`src/rtl/sha256_nonce_sched.sv`:
```
// sha256_nonce_sched: walks a nonce range through one sha256_engine instance.
// Each nonce gets an engine reset, a start, one 16-word block served from a
// local template (nonce substituted at nonce_idx_i), and a wait for the hash.
// The hash is compared against target_i. The job stops on the first hit, at the
// end of the range, on timeout, or on abort_i.
module sha256_nonce_sched #(
    parameter int unsigned RST_CYC     = 2,
    parameter int unsigned TIMEOUT_CYC = 1024
) (
    input  logic         clk_i,
    input  logic         rst_i,
    input  logic         tpl_we_i,
    input  logic [3:0]   tpl_addr_i,
    input  logic [31:0]  tpl_dat_i,
    input  logic [3:0]   nonce_idx_i,
    input  logic [31:0]  nonce_first_i,
    input  logic [31:0]  nonce_last_i,
    input  logic [255:0] target_i,
    input  logic         dbl_hash_i,
    input  logic         run_i,
    input  logic         abort_i,
    output logic         busy_o,
    output logic         done_o,
    output logic         hit_o,
    output logic         timeout_o,
    output logic [31:0]  hit_nonce_o,
    output logic [255:0] hit_hash_o,
    output logic [31:0]  nonce_cnt_o,
    output logic         eng_rstn_o,
    output logic         eng_start_o,
    output logic         eng_dbl_hash_o,
    input  logic         eng_ready_i,
    input  logic         eng_rd_en_i,
    output logic         eng_rd_vld_o,
    output logic [31:0]  eng_rd_dat_o,
    output logic         eng_empty_o,
    output logic         eng_dma_o,
    input  logic         eng_valid_i,
    input  logic [255:0] eng_hash_i
);

    typedef enum logic [2:0] {
        S_IDLE,
        S_ERST,
        S_WRDY,
        S_FEED,
        S_WVLD,
        S_CHECK,
        S_DONE
    } state_t;

    state_t        state;
    logic [31:0]   tpl [16];
    logic [31:0]   nonce;
    logic [4:0]    ptr;
    logic [31:0]   rst_cnt;
    logic [31:0]   to_cnt;
    logic [255:0]  hash_q;
    logic          run_q;
    logic          run_rise;

    assign run_rise    = run_i & ~run_q;
    assign eng_dma_o   = 1'b0;
    // Block exhausted once the word pointer has reached 16.
    assign eng_empty_o = ptr[4];

    // Template storage: writable only while no job is running.
    always_ff @(posedge clk_i) begin
        if (rst_i) begin
            for (int unsigned i = 0; i < 16; i++) begin
                tpl[i] <= '0;
            end
        end else if (tpl_we_i && !busy_o) begin
            tpl[tpl_addr_i] <= tpl_dat_i;
        end
    end

    // Job sequencer: engine reset, start, block feed, hash wait and target compare.
    always_ff @(posedge clk_i) begin
        if (rst_i) begin
            state          <= S_IDLE;
            nonce          <= '0;
            ptr            <= '0;
            rst_cnt        <= '0;
            to_cnt         <= '0;
            hash_q         <= '0;
            run_q          <= 1'b0;
            busy_o         <= 1'b0;
            done_o         <= 1'b0;
            hit_o          <= 1'b0;
            timeout_o      <= 1'b0;
            hit_nonce_o    <= '0;
            hit_hash_o     <= '0;
            nonce_cnt_o    <= '0;
            eng_rstn_o     <= 1'b0;
            eng_start_o    <= 1'b0;
            eng_dbl_hash_o <= 1'b0;
            eng_rd_vld_o   <= 1'b0;
            eng_rd_dat_o   <= '0;
        end else begin
            run_q          <= run_i;
            eng_dbl_hash_o <= dbl_hash_i;
            eng_rd_vld_o   <= 1'b0;

            if (abort_i && state != S_IDLE && state != S_DONE) begin
                state       <= S_DONE;
                busy_o      <= 1'b0;
                done_o      <= 1'b1;
                hit_o       <= 1'b0;
                timeout_o   <= 1'b0;
                eng_rstn_o  <= 1'b0;
                eng_start_o <= 1'b0;
            end else begin
                case (state)
                    // DONE differs from IDLE only by the sticky done flag, so a
                    // run edge in either state launches the next job directly.
                    S_IDLE, S_DONE: begin
                        eng_rstn_o  <= 1'b0;
                        eng_start_o <= 1'b0;
                        if (run_rise) begin
                            nonce       <= nonce_first_i;
                            nonce_cnt_o <= '0;
                            done_o      <= 1'b0;
                            hit_o       <= 1'b0;
                            timeout_o   <= 1'b0;
                            busy_o      <= 1'b1;
                            rst_cnt     <= '0;
                            ptr         <= '0;
                            state       <= S_ERST;
                        end
                    end

                    S_ERST: begin
                        if (rst_cnt == RST_CYC - 1) begin
                            eng_rstn_o <= 1'b1;
                            state      <= S_WRDY;
                        end else begin
                            rst_cnt <= rst_cnt + 1;
                        end
                    end

                    S_WRDY: begin
                        if (eng_ready_i) begin
                            eng_start_o <= 1'b1;
                            ptr         <= '0;
                            to_cnt      <= 32'd1;
                            state       <= S_FEED;
                        end
                    end

                    S_FEED: begin
                        to_cnt <= to_cnt + 1;
                        if (to_cnt >= TIMEOUT_CYC) begin
                            timeout_o   <= 1'b1;
                            busy_o      <= 1'b0;
                            done_o      <= 1'b1;
                            eng_rstn_o  <= 1'b0;
                            eng_start_o <= 1'b0;
                            state       <= S_DONE;
                        end else if (ptr[4]) begin
                            eng_start_o <= 1'b0;
                            state       <= S_WVLD;
                        end else if (eng_rd_en_i) begin
                            eng_rd_vld_o <= 1'b1;
                            eng_rd_dat_o <= (ptr[3:0] == nonce_idx_i) ? nonce : tpl[ptr[3:0]];
                            ptr          <= ptr + 5'd1;
                        end
                    end

                    S_WVLD: begin
                        to_cnt <= to_cnt + 1;
                        if (eng_valid_i) begin
                            hash_q <= eng_hash_i;
                            state  <= S_CHECK;
                        end else if (to_cnt >= TIMEOUT_CYC) begin
                            timeout_o  <= 1'b1;
                            busy_o     <= 1'b0;
                            done_o     <= 1'b1;
                            eng_rstn_o <= 1'b0;
                            state      <= S_DONE;
                        end
                    end

                    S_CHECK: begin
                        nonce_cnt_o <= nonce_cnt_o + 1;
                        hit_nonce_o <= nonce;
                        hit_hash_o  <= hash_q;
                        if (hash_q <= target_i) begin
                            hit_o      <= 1'b1;
                            busy_o     <= 1'b0;
                            done_o     <= 1'b1;
                            eng_rstn_o <= 1'b0;
                            state      <= S_DONE;
                        end else if (nonce == nonce_last_i) begin
                            busy_o     <= 1'b0;
                            done_o     <= 1'b1;
                            eng_rstn_o <= 1'b0;
                            state      <= S_DONE;
                        end else begin
                            nonce      <= nonce + 1;
                            rst_cnt    <= '0;
                            eng_rstn_o <= 1'b0;
                            state      <= S_ERST;
                        end
                    end

                    default: begin
                        state <= S_IDLE;
                    end
                endcase
            end
        end
    end

endmodule

```
`config.mk`:
```
export PLATFORM = sky130hd
export DESIGN_NAME = sha256_nonce_sched
export DESIGN_NICKNAME = d
export VERILOG_FILES = /design/src/rtl/sha256_nonce_sched.sv
export SDC_FILE = /design/constraint.sdc
export NUM_CORES = 2
export LEC_CHECK = 0
export BUFFER_PORTS_ARGS = -buffer_cell sky130_fd_sc_hd__buf_2
export CAP_MARGIN = 5
export CORE_AREA = 5 5 386 388
export DETAILED_ROUTE_END_ITERATION = 10
export DIE_AREA = 0 0 391 393
export PLACE_DENSITY = 0.63
export SYNTH_ARGS = -nofsm -noshare
export SYNTH_HDL_FRONTEND = slang
export SYNTH_SLANG_ARGS = --single-unit
```
`constraint.sdc`:
```
create_clock -name clk_i -period 3.6 [get_ports clk_i]
set_input_delay 0.18 -clock clk_i [delete_from_list [all_inputs] [get_ports clk_i]]
set_output_delay 0.18 -clock clk_i [all_outputs]
set_load 0.05 [all_outputs]
```
; Word-level counts from Yosys, hierarchy flattened
; Memories as Yosys holds them, arrays and structs flattened. A register that Yosys moved wholly into a read port is not among the register bits.
; Cells that the tools add are included.
[totals]
reg_bits = 721
mem_bits_rw = 512
input_bits = 625
wordCells = 170
mem_count = 1
[memory_table]
columns = memory, depth, width, read_ports, rd_ports_with_merged_regs, wr, line
row1 = tpl, 16, 32, 1, 1, 16, 53  ; logic [31:0] tpl [16];
[op_classes]
addsub = 5
magnitude_cmp = 2
n_eq_ne = 31
mux = 67
n_bitwise = 6
n_reduce_logical = 37
[op_table]
columns = op, count
row1 = 32-bit 2-to-1 mux, 10
row2 = 256-bit less-or-equal comparator, 1
row3 = 32-bit one-hot mux with 2 select lines, 3
row4 = "32-bit by 1-bit adder with 32-bit output, second input constant", 4
row5 = 32-bit one-hot mux with 3 select lines, 1
row6 = "32-bit by 1-bit == test with 1-bit output, second input constant", 1
row7 = 32-bit == test, 1
row8 = "32-bit by 11-bit >= comparator with 1-bit output, second input constant", 1
row9 = 32-bit OR reduction, 1
row10 = 3-bit 2-to-1 mux, 10
row11 = 1-bit 2-to-1 mux, 27
row12 = 5-bit 2-to-1 mux, 5
row13 = 5-bit AND reduction, 5
row14 = "3-bit inequality test, second input constant", 8
row15 = "2-bit inequality test, second input constant", 11
row16 = 3-bit AND reduction, 7
row17 = 3-bit one-hot mux with 6 select lines, 1
row18 = 5-bit one-hot mux with 3 select lines, 1
row19 = 4-bit 2-to-1 mux, 3
row20 = "4-bit inequality test, second input constant", 3
row21 = 1-bit one-hot mux with 4 select lines, 3
row22 = 3-bit nonzero test, 4
row23 = "3-bit == test, second input constant", 3
row24 = 4-bit AND reduction, 2
row25 = 20 further kinds, 32

; Longest topological paths before layout
[logic_depth]
word_depth = 7
mapped_depth = 15
depth_no_buf = 13

; Least setup slack after synthesis
; Ideal clock, no wire load.
[synth_path]
kind = flip-flop to flip-flop
start = register busy_o
end = memory tpl[10][0] (enable)
arrival_time_ps = 3232
required_ps = 3134
setup_slack_ps = -98
path_stages_with_launch = 4
n_path_buf = 0
cell_sequence = dfxtp_1 nor2_1 nand4_1 o21ai_0
[synth_rtl]
columns = element, line
row1 = start: declaration, 22  ; output logic busy_o,
row2 = start signal: assignment, 88  ; busy_o <= 1'b0;
row3 = start signal: assignment, 107  ; busy_o <= 1'b0;
row4 = start signal: assignment, 126  ; busy_o <= 1'b1;
row5 = end: declaration, 53

; Final worst setup path
[layout_path]
start = register hash_q[237]
end = register nonce[12]
[layout_between]
elab_chain_cells = 3
[layout_rtl]
columns = element, line
row1 = start: declaration, 58  ; logic [255:0] hash_q;
row2 = start signal: assignment, 173  ; hash_q <= eng_hash_i;
row3 = 256-bit less-or-equal comparator, 188  ; if (hash_q <= target_i) begin
row4 = 2-bit inequality test (no source line), --
row5 = 5-bit AND reduction (no source line), --
row6 = end signal: assignment, 121  ; nonce <= nonce_first_i;
row7 = end signal: assignment, 200  ; nonce <= nonce + 1;
row8 = end: declaration, 54  ; logic [31:0] nonce;
; No other way between the ends.
; A chain may end at the register's enable or synchronous reset.

==> results.json <==
{
  "clock.fmax_mhz": 263.3,
  "leakage_nw": 31.25,
  "place_hpwl_um": 186900,
  "maxSlewViolCount": 0,
  "yosysTopAreaCellShare_pct": 27.03,
  "hold_viol": 0,
  "async_flop_share_pct": 0,
  "drt_iter0_markers": 5781,
  "relSlewSlack_pct": 23.58,
  "io_pins": 987,
  "period_share_pct": 105.5,
  "core-area_um2": 145000,
  "ys_ff_latch": 1237,
  "crit_arrival_ns": 4.41,
  "synthesis.area_um2": 56890,
  "via_count": 50920,
  "yosysMostFrequentCell": "nand2_1",
  "yosys.area.top_type": "edfxtp_1",
  "synthTopCellsByArea": "edfxtp_1, dfxtp_1, nand2_1",
  "cts_tree": "yes",
  "status": "complete, but fails checks",
  "start_util_pct": 39.22,
  "ys.flop_type": "dfxtp_1",
  "ant_nets": 0,
  "worst_slack_ns": -0.1985,
  "whs_ns": 0.09152,
  "cts_max_path_buffers": 3,
  "root_buffer": "clkbuf_16",
  "nets": 8071,
  "seq_area_frac_synth_pct": 52.54,
  "cp_max_fo": 5,
  "synthTopCellsByCount": "nand2_1, dfxtp_1, a21oi_1",
  "power_density_nw_per_um2": 494.0,
  "drv_cap": 0,
  "hold_depth": 3,
  "holdCritStartpoint": "rst_i",
  "synth_edf_count": 512,
  "die_h_um": 393,
  "r2r_cells": 15,
  "violations": "negative setup slack",
  "dieArea_um2": 153700,
  "syn_to_final_growth_pct": 32.00,
  "drtPass1Iterations": 8,
  "reg2reg_to": "nonce[12]",
  "first_global_vias": 48140,
  "period_needed_ns": 3.798,
  "grt_overflow": 0,
  "numCtsBuffers": 139,
  "io_buffers": 985,
  "synth_nets": 6650,
  "routed_wl_um": 253900,
  "p_total_mw": 37.09,
  "hold_end": "eng_rd_dat_o[19]",
  "die-width_um": 391,
  "htreeDepth": 4,
  "tightest_slew_ns": 1.146,
  "drc": 0,
  "drt-wirelength-per-cell_um": 27.28,
  "ff2ff_setup_slack_ns": -0.20,
  "end_kind": "flop",
  "grt_pass1_wl_um": 348200,
  "cts.sinks": 1237,
  "finalClockSkew_ns": 0.06606,
  "clkTransAtPathRegs_ns": 0.06,
  "worst_ir_drop_vdd_v": 0.0004284,
  "ys_warn_count": 0,
  "synth_cells": 5762,
  "grt_max_degree": 192,
  "place.gp.congestion": 0.9967,
  "synth_cell_types": 76,
  "rsz0062_at_grt": "true",
  "crit_path_start": "hash_q[237]",
  "worstSetupStartpointType": "flop",
  "postSynthAreaPerCell_um2": 9.873,
  "vias_per_cell": 5.470,
  "hold_path_class": "input port to flop",
  "final_layout_size_suffix_gt1_share_pct": 25.25,
  "num_rows": 140,
  "final-setup-viol-count": 64,
  "critPathKind": "flop to flop",
  "clk-insertion-delay-late_ns": 0.79,
  "track_usage_pct": 31.56,
  "worstReg2RegStart": "hash_q[237]",
  "critPathRequiredTime_ns": 4.21,
  "antenna_found_initial": 102
}
[metrics by stage]
stage	cells	utilization (%)	instance area, µm²	setup TNS [ns]	setup slack, ns
4_1_cts	9207	51.10	74120	-5.504	-0.1466
3_3_place_gp	8566	45.03	65320	-44.92	-0.7755
3_5_place_dp	8566	45.03	65320	-44.91	-0.7791
5_1_grt	9263	51.69	74980	-12.57	-0.2645
2_1_floorplan	5762	-	56890	-9.376	-0.09767
6_report	9308	51.77	75090	-8.209	-0.1985
[how the worst max path moves through the flow]
stage / end / cells after the start / slack [ns]
after CTS: nonce[3] / 13 / -0.15
after detailed placement: nonce[29] / 16 / -0.78
after floorplan: tpl[10][0] / 3 / -0.1
after global routing: nonce[17] / 13 / -0.26
final: nonce[12] / 15 / -0.20
after global placement: nonce[11] / 17 / -0.78
[registers in the layout, indices dropped and copies added (netlist names), 3 cells and up, named ones only]
signal	flops
rst_cnt	32
nonce	32
hit_nonce_o	32
hit_hash_o	256
to_cnt	32
state	3
eng_rd_dat_o	32
hash_q	256
ptr	5
nonce_cnt_o	32
tpl	512
[per-layer routing]
layer / track usage, % / up-vias / wire length [µm]
met5: 1.021 / - / 412
met4: 16.23 / 36 / 15170
met3: 12.56 / 620 / 33160
met2: 44.69 / 2853 / 104800
met1: 41.56 / 24630 / 100300
li1: - / 22780 / -
[report_power, final]
part,internal [mW],switching (mW)
Combinational,2.82,4.01
Sequential,15.2,0.607
Clock,8.28,6.20
Total,26.3,10.8
[final cells by class]
class                   instances  area [µm²]
flip-flops and latches       1237       29930
clock buffers                 195        3881
fillers                     12990       69950
well taps                    1917        2399
repair buffers               1650       11340
inverters                     277        1040
diodes                         92       230.2
clock inverters                62       740.7
multi-input cells            3878       25530
[cells in the final DEF (no fill, tap or decap), types with 32 or more instances in the layout]
| cell type | count |
|---|---|
| mux2i_1 | 32 |
| edfxtp_1 | 512 |
| a21oi_1 | 684 |
| a211oi_1 | 41 |
| dlygate4sd3_1 | 364 |
| o21ai_0 | 63 |
| nand4_1 | 100 |
| and2_1 | 518 |
| and3_1 | 33 |
| nor2_1 | 203 |
| buf_4 | 252 |
| mux4_2 | 160 |
| ha_1 | 241 |
| dfxtp_1 | 698 |
| clkbuf_1 | 39 |
| nand3_1 | 58 |
| clkbuf_16 | 142 |
| inv_1 | 277 |
| nand2_1 | 1243 |
| diode_2 | 92 |
| buf_2 | 984 |
| xor2_1 | 102 |
[worst max-delay path, cell delays in order, from the launching register on]
cell	delay (ns)
dfxtp_2	0.34
ha_4	0.28
nand4_1	0.16
buf_4	0.18
nor3_2	0.31
or4b_4	0.57
or4_4	0.55
nor4_4	0.31
nor2_2	0.09
nor2_4	0.18
or2_4	0.19
nor2_4	0.05
buf_6	0.17
buf_12	0.14
nand2_4	0.05
a21oi_2	0.04
[kinds of logic (layout without fill, tap and decap cells)]
| logic type | after synthesis | after routing | share of synthesized area (%) |
|---|---|---|---|
| AOI/OAI and AO/OA | 962 | 962 | 9.403 |
| xor gates and xnor gates | 123 | 123 | 1.894 |
| adders and majority gates | 263 | 263 | 5.785 |
| buffers and inverters | 647 | 2184 | 4.322 |
| DFF | 1237 | 1237 | 52.54 |
| muxes | 192 | 192 | 6.897 |
| other | 1 | 93 | 0.006592 |
| and+or+nand+nor | 2337 | 2337 | 19.15 |
[timing repair]
item | in CTS | in global routing
pin swaps | 40 | 59
hold endpoints to repair | 828 | 0
resized for setup | 65 | 133
hold buffers | 364 | 0
gates cloned | 3 | 1
setup buffers | 21 | 12
endpoints found under the setup margin | 70 | 79
Note: power is estimated with default switching activity, not from simulation.
